$ cat config.mk
export PLATFORM = sky130hd
export DESIGN_NAME = usb_stream_buffer
export DESIGN_NICKNAME = d
export VERILOG_FILES = /design/src/rtl/usb_stream_buffer_pkg.sv /design/src/rtl/usb_stream_buffer_stream_fifo.sv /design/src/rtl/usb_stream_buffer.sv
export SDC_FILE = /design/constraint.sdc
export NUM_CORES = 1
export LEC_CHECK = 0
export ABC_CLOCK_PERIOD_IN_PS = 4400
export CAP_MARGIN = 40
export CORE_ASPECT_RATIO = 0.6
export CORE_MARGIN = 3
export CORE_UTILIZATION = 40
export CTS_CLUSTER_DIAMETER = 80
export CTS_CLUSTER_SIZE = 20
export DETAILED_ROUTE_END_ITERATION = 7
export DONT_BUFFER_PORTS = 1
export PLACE_DENSITY_LB_ADDON = 0.2
export SYNTH_ARGS = -nofsm -noshare
export SYNTH_HDL_FRONTEND = slang
export SYNTH_SLANG_ARGS = --single-unit
$ cat constraint.sdc
create_clock -name clk -period 4.4 [get_ports clk]
set_input_delay 0.44 -clock clk [delete_from_list [all_inputs] [get_ports clk]]
set_output_delay 0.44 -clock clk [all_outputs]
set_load 0.05 [all_outputs]
$ cat src/rtl/usb_stream_buffer_pkg.sv
// Shared constants for the USB CDC <-> ACIA stream buffer and its FIFOs.
package usb_stream_buffer_pkg;
    localparam int FIFO_AW          = 4;
    localparam int FIFO_DEPTH       = 2 ** FIFO_AW;
    localparam int LEVEL_W          = FIFO_AW + 1;
    localparam int IDLE_CYC_DEFAULT = 1024;
    localparam int IDLE_CNT_W       = 16;
endpackage

$ cat src/rtl/usb_stream_buffer_stream_fifo.sv
// 8-bit synchronous first-word-fall-through FIFO with a registered head,
// a synchronous flush and an occupancy level output.
module stream_fifo #(
    parameter int AW = 4
) (
    input  logic          clk,
    input  logic          rst,
    input  logic          flush,
    input  logic [7:0]    wr_data,
    input  logic          wr_val,
    output logic          wr_rdy,
    output logic [7:0]    rd_data,
    output logic          rd_val,
    input  logic          rd_rdy,
    output logic [AW:0]   level
);
    localparam int DEPTH = 2 ** AW;
    localparam logic [AW:0] LEVEL_FULL = (AW + 1)'(DEPTH);

    logic [7:0]    mem_q [DEPTH];
    logic [AW-1:0] wptr_q, wptr_d, rptr_q, rptr_d;
    logic [AW:0]   level_q, level_d;
    logic [7:0]    data_q, data_d;
    logic          val_q, val_d, rdy_q, rdy_d;
    logic          push, pop;

    assign push = wr_val & rdy_q;
    assign pop  = rd_rdy & val_q;

    always_comb begin
        wptr_d  = wptr_q;
        rptr_d  = rptr_q;
        level_d = level_q;
        val_d   = val_q;
        data_d  = data_q;
        if (flush) begin
            wptr_d  = '0;
            rptr_d  = '0;
            level_d = '0;
            val_d   = 1'b0;
        end else begin
            if (push) wptr_d = wptr_q + 1'b1;
            if (pop)  rptr_d = rptr_q + 1'b1;
            case ({push, pop})
                2'b10:   level_d = level_q + 1'b1;
                2'b01:   level_d = level_q - 1'b1;
                default: level_d = level_q;
            endcase
            // A fresh push into an idle FIFO shows up one edge late; a pop reloads
            // the head from the post-pop state, bypassing a byte landing in that slot.
            val_d = pop ? (level_d != '0) : (level_q != '0);
            if (val_d)
                data_d = (push && rptr_d == wptr_q) ? wr_data : mem_q[rptr_d];
        end
        rdy_d = (level_d != LEVEL_FULL);
    end

    always_ff @(posedge clk) begin
        if (rst) begin
            wptr_q  <= '0;
            rptr_q  <= '0;
            level_q <= '0;
            data_q  <= '0;
            val_q   <= 1'b0;
            rdy_q   <= 1'b1;
        end else begin
            wptr_q  <= wptr_d;
            rptr_q  <= rptr_d;
            level_q <= level_d;
            data_q  <= data_d;
            val_q   <= val_d;
            rdy_q   <= rdy_d;
        end
    end

    // NOTE: storage array is deliberately not reset; only pointers/level define validity.
    always_ff @(posedge clk) begin
        if (push && !flush) mem_q[wptr_q] <= wr_data;
    end

    assign wr_rdy  = rdy_q;
    assign rd_data = data_q;
    assign rd_val  = val_q;
    assign level   = level_q;
endmodule

$ cat src/rtl/usb_stream_buffer.sv
// RX/TX byte FIFOs between MUACM and the CPU ACIA ports, plus an idle timer
// that asks MUACM to flush a short TX packet once the CPU stops writing.
module usb_stream_buffer
    import usb_stream_buffer_pkg::*;
#(
    parameter int AW       = FIFO_AW,
    parameter int IDLE_CYC = IDLE_CYC_DEFAULT
) (
    input  logic        clk,
    input  logic        rst,
    input  logic [7:0]  in_data,
    input  logic        in_val,
    output logic        in_rdy,
    output logic [7:0]  rx_data,
    output logic        rx_val,
    input  logic        rx_rdy,
    input  logic [7:0]  tx_data,
    input  logic        tx_val,
    output logic        tx_rdy,
    output logic [7:0]  out_data,
    output logic        out_val,
    input  logic        out_rdy,
    output logic        usb_flush,
    input  logic        rx_flush,
    input  logic        tx_flush,
    output logic [AW:0] rx_level,
    output logic [AW:0] tx_level
);
    localparam logic [IDLE_CNT_W-1:0] CNT_LAST = IDLE_CNT_W'(IDLE_CYC - 1);

    stream_fifo #(.AW(AW)) u_rx_fifo (
        .clk(clk), .rst(rst), .flush(rx_flush),
        .wr_data(in_data), .wr_val(in_val), .wr_rdy(in_rdy),
        .rd_data(rx_data), .rd_val(rx_val), .rd_rdy(rx_rdy),
        .level(rx_level)
    );

    stream_fifo #(.AW(AW)) u_tx_fifo (
        .clk(clk), .rst(rst), .flush(tx_flush),
        .wr_data(tx_data), .wr_val(tx_val), .wr_rdy(tx_rdy),
        .rd_data(out_data), .rd_val(out_val), .rd_rdy(out_rdy),
        .level(tx_level)
    );

    logic                  sent_q, sent_d;
    logic                  flush_q, flush_d;
    logic [IDLE_CNT_W-1:0] cnt_q, cnt_d;
    logic                  out_xfer;

    assign out_xfer = out_val & out_rdy;

    // NOTE: every variable gets a default first so no path can infer a latch.
    always_comb begin
        sent_d  = sent_q;
        cnt_d   = cnt_q;
        flush_d = 1'b0;
        if (tx_flush) begin
            sent_d = 1'b0;
            cnt_d  = '0;
        end else if (out_xfer) begin
            sent_d = 1'b1;
            cnt_d  = '0;
        end else if (tx_level != '0) begin
            cnt_d = '0;
        end else if (sent_q) begin
            if (cnt_q == CNT_LAST) begin
                flush_d = 1'b1;
                sent_d  = 1'b0;
                cnt_d   = '0;
            end else begin
                cnt_d = cnt_q + 1'b1;
            end
        end
    end

    // NOTE: state registers use non-blocking assignments so all flops update together.
    always_ff @(posedge clk) begin
        if (rst) begin
            sent_q  <= 1'b0;
            cnt_q   <= '0;
            flush_q <= 1'b0;
        end else begin
            sent_q  <= sent_d;
            cnt_q   <= cnt_d;
            flush_q <= flush_d;
        end
    end

    assign usb_flush = flush_q;
endmodule

==> flow_summary.yaml <==
logic_synthesis:
  syn_inst: 1135
  ys_async_sr_fraction_pct: 0
  synthFlopType: "edfxtp_1"
  synth-simple-area-share_pct: 10.4
  mappedNetlistArea_um2: 14400
  syn_area_per_cell_um2: 12.7
  synth-edff-count: 256
  yosysSeqAreaShare_pct: 62.4
  synthXorXnorAreaFrac_pct: 3.28
  ys_types: 75
  synth_warnings: 0
  synth_mux_area_share_pct: 5.31
  syn-num-nets: 1176
  synth_top_family_by_area: "compound AO/OA/AOI/OAI gates"
  synth_seq_cells: 320
  synth-compound-area-share_pct: 13.6
  yosys.area_share.adder_pct: 1.48
pwr:
  internal_power_mw: 4.20
  ir_worst_vdd_v: 0.000186
  power_mw: 5.38
  seq_power_share_pct: 62.0
  power_density_nw_per_um2: 338
  clockPowerShare_pct: 33.1
  switching_power_mw: 1.18
  power_leakage_nw: 5.29
  combPwrFrac_pct: 4.8
  swShare_pct: 21.9
worst_setup_path:
  path_class: "reg2reg"
  rr_endpoint: "u_rx_fifo.rd_data[1]"
  rr_startpoint: "u_rx_fifo.wr_rdy"
  critPathCaptureType: "flop"
  cp.arrival_ns: 3.99
  r2r_setup_slack_ns: 0.86
  crit_required_ns: 4.84
  cp_max_fo: 12
  setup.worst_path.start_class: "flop"
  ff2ff_path_depth: 12
timing:
  final.period_utilization_pct: 80.6
  fmax_mhz: 282
  layout_setup_ws_ns: 0.855
  rsz0062_at_grt: "no"
  fin_skew_ns: 0.0203
  hold_slack_ns: 0.0249
  finalSetupTns_ns: 0
  worst_slew_pin_slew_ns: 0.938
  timing.final.hold_violations: 0
  setup_violations: 0
  maxSlewViolCount: 0
  slew_headroom_pct: 37.5
  period_needed_ns: 3.54
cells_and_area:
  drive_above_1_share_pct: 10.7
  diodes: 0
  area_growth_pct: 10.9
  nets: 1212
  postLayoutCellArea_um2: 15900
cts:
  htreeDepth: 1
  path_clk_slew_ns: 0.09
  numCtsBuffers: 19
  clk_latency_ns: 0.52
  cts.sinks: 320
  cts_root_buf: "clkbuf_16"
  cts_tree: "done"
  max-clock-path-buffers: 3
worst_hold_path:
  min_to: "u_tx_fifo.mem_q[7][7]"
  hp-start: "tx_data[7]"
  hold_class: "in2reg"
  min_path_cells: 0
grt:
  grt_pass1_wl_mm: 54.5
  grt_pass1_vias: 8759
  grt-ovfl-total: 0
  grt_util_all_layers_pct: 18.4
  grt_start_max_net_pins: 59
  antenna_found_initial: 0
drt:
  wl_per_cell_um: 22.1
  route.detailed.drc: 0
  post_drt_via_cell_ratio: 5.68
  num_vias: 9370
  drtIter0Drc: 1043
  ant_nets: 0
  routed_wl_mm: 36.4
  first_pass_iters: 6
placed_design:
  portBuffers: 0
  dp_slack_ns: 0.840
  place.gp.congestion: 0.832
  dp_hpwl_mm: 23.8
  post_dp_cell_area_um2: 15000
floorplanning:
  fp.dieArea_um2: 38300
  chipHeight_um: 153
  io-pin-count: 55
  initial_core_util_pct: 40.8
  core_um2: 35200
  rows: 53
  die_w_um: 251
outcome:
  status: "completed"
run:
  max_cap_violations: 0
==> power groups by stage <==
stage                     combinational, mW  sequential [mW]  clock, mW
after floorplan                       0.156             3.40          0
after CTS                             0.229             3.34       1.83
after global routing                  0.284             3.34       1.94
final                                 0.261             3.34       1.78
after global placement                0.195             3.41          0
after detailed placement              0.202             3.41          0
==> Yosys cell counts, types with 5 or more instances <==
cell type / n / area share (%)
a2111oi_0: 6 / 0.37
a21o_1: 14 / 0.73
nand3_1: 13 / 0.45
a221oi_1: 28 / 1.7
xor2_1: 22 / 1.3
buf_2: 17 / 0.59
nand3b_1: 5 / 0.26
a211oi_1: 28 / 1.5
edfxtp_1: 256 / 54
nand2b_1: 7 / 0.30
o22ai_1: 9 / 0.39
buf_6: 7 / 0.55
o21ai_0: 25 / 0.87
nor2_1: 134 / 3.5
clkbuf_1: 42 / 1.1
or3_1: 6 / 0.26
a221o_1: 22 / 1.5
mux2i_1: 29 / 2.0
and2_1: 5 / 0.22
inv_1: 27 / 0.71
a21oi_1: 80 / 2.8
buf_4: 8 / 0.42
mux4_2: 20 / 3.1
nor3_1: 24 / 0.84
xnor2_1: 16 / 0.98
o31a_1: 7 / 0.43
ha_1: 17 / 1.5
nor2b_1: 15 / 0.65
a211oi_2: 8 / 0.70
dfxtp_1: 64 / 8.9
nand2_1: 102 / 2.7
==> through the flow <==
stage | cells | utilization (%)
floorplan | 1135 | -
global placement | 1554 | 41.9
detailed placement | 1581 | 42.7
CTS | 1625 | 44.5
global route | 1650 | 45.2
finish | 1650 | 45.2
==> registers in the layout, indices dropped and copies added (netlist names) <==
| name | count |
|---|---|
| u_tx_fifo.level | 5 |
| usb_flush | 1 |
| u_rx_fifo.mem_q | 128 |
| u_rx_fifo.level | 5 |
| u_rx_fifo.rptr_q | 4 |
| u_rx_fifo.wr_rdy | 1 |
| u_tx_fifo.mem_q | 128 |
| u_tx_fifo.wr_rdy | 1 |
| u_tx_fifo.rd_data | 8 |
| u_tx_fifo.wptr_q | 4 |
| u_tx_fifo.rd_val | 1 |
| u_rx_fifo.wptr_q | 4 |
| u_tx_fifo.rptr_q | 4 |
| u_rx_fifo.rd_val | 1 |
| u_rx_fifo.rd_data | 8 |
| sent_q | 1 |
| cnt_q | 16 |
==> layout make-up <==
type	count	area [µm²]
multi-input cells	710	4890
repair buffers	91	841
flip-flops and latches	320	8970
well taps	467	584
fillers	3178	19300
inverters	29	114
clock buffers	33	528
==> routing by layer <==
metal	wire (µm)	track usage (%)
met3	2160	3.36
met4	732	3.88
met5	0	0
met2	14500	24.9
met1	19000	30.2
==> cells in the final DEF, fill, tap and decap left out, drive strengths merged, types with 10 or more instances in the layout <==
| cell | count |
|---|---|
| nor3 | 24 |
| clkbuf | 33 |
| a2111oi | 10 |
| mux4 | 20 |
| o21ai | 26 |
| buf | 58 |
| inv | 29 |
| nand2 | 104 |
| a21oi | 80 |
| dlygate4sd3 | 33 |
| ha | 17 |
| a211oi | 36 |
| a221oi | 28 |
| a221o | 22 |
| edfxtp | 256 |
| a21o | 14 |
| dfxtp | 64 |
| xor2 | 22 |
| nand3 | 14 |
| nor2b | 15 |
| nor2 | 134 |
| xnor2 | 19 |
| mux2i | 30 |
==> worst max-delay path by stage <==
stage	start	endpoint	slack [ns]
finish	u_rx_fifo.wr_rdy	u_rx_fifo.rd_data[1]	0.86
global route	u_rx_fifo.wr_rdy	u_rx_fifo.rd_data[0]	0.48
CTS	u_tx_fifo.wr_rdy	u_tx_fifo.rd_data[0]	0.84
detailed placement	in_val	u_rx_fifo.rd_data[2]	0.84
global placement	in_val	u_rx_fifo.rd_data[0]	0.91
floorplan	u_rx_fifo.rd_val	u_rx_fifo.rd_data[0]	0.74
==> timing repair <==
item                                   CTS  global route
resized for setup                        0             0
buffers inserted                         0             0
endpoints found under the hold margin  123            58
setup endpoints to repair                0             0
hold buffers                            11            22
==> logic make-up after synthesis <==
logic type                 after synthesis
DFF                                    320
xor gates and xnor gates                44
AOI/OAI and AO/OA                      266
adders and majority gates               17
and+or+nand+nor                        333
muxes                                   50
buffers and inverters                  105
==> worst max-delay path, stage by stage (launching register included) <==
cell       delay (ns)
dfxtp_1          0.34
and2_1           0.30
inv_1            0.15
ha_1             0.34
xor2_1           0.21
ha_1             0.26
a21oi_1          0.18
mux2i_1          0.25
xor2_1           0.24
o311ai_2         0.16
o21ai_1          0.66
a2111oi_0        0.17
nor3_1           0.20
No activity file was read; power rests on OpenSTA's default activity.
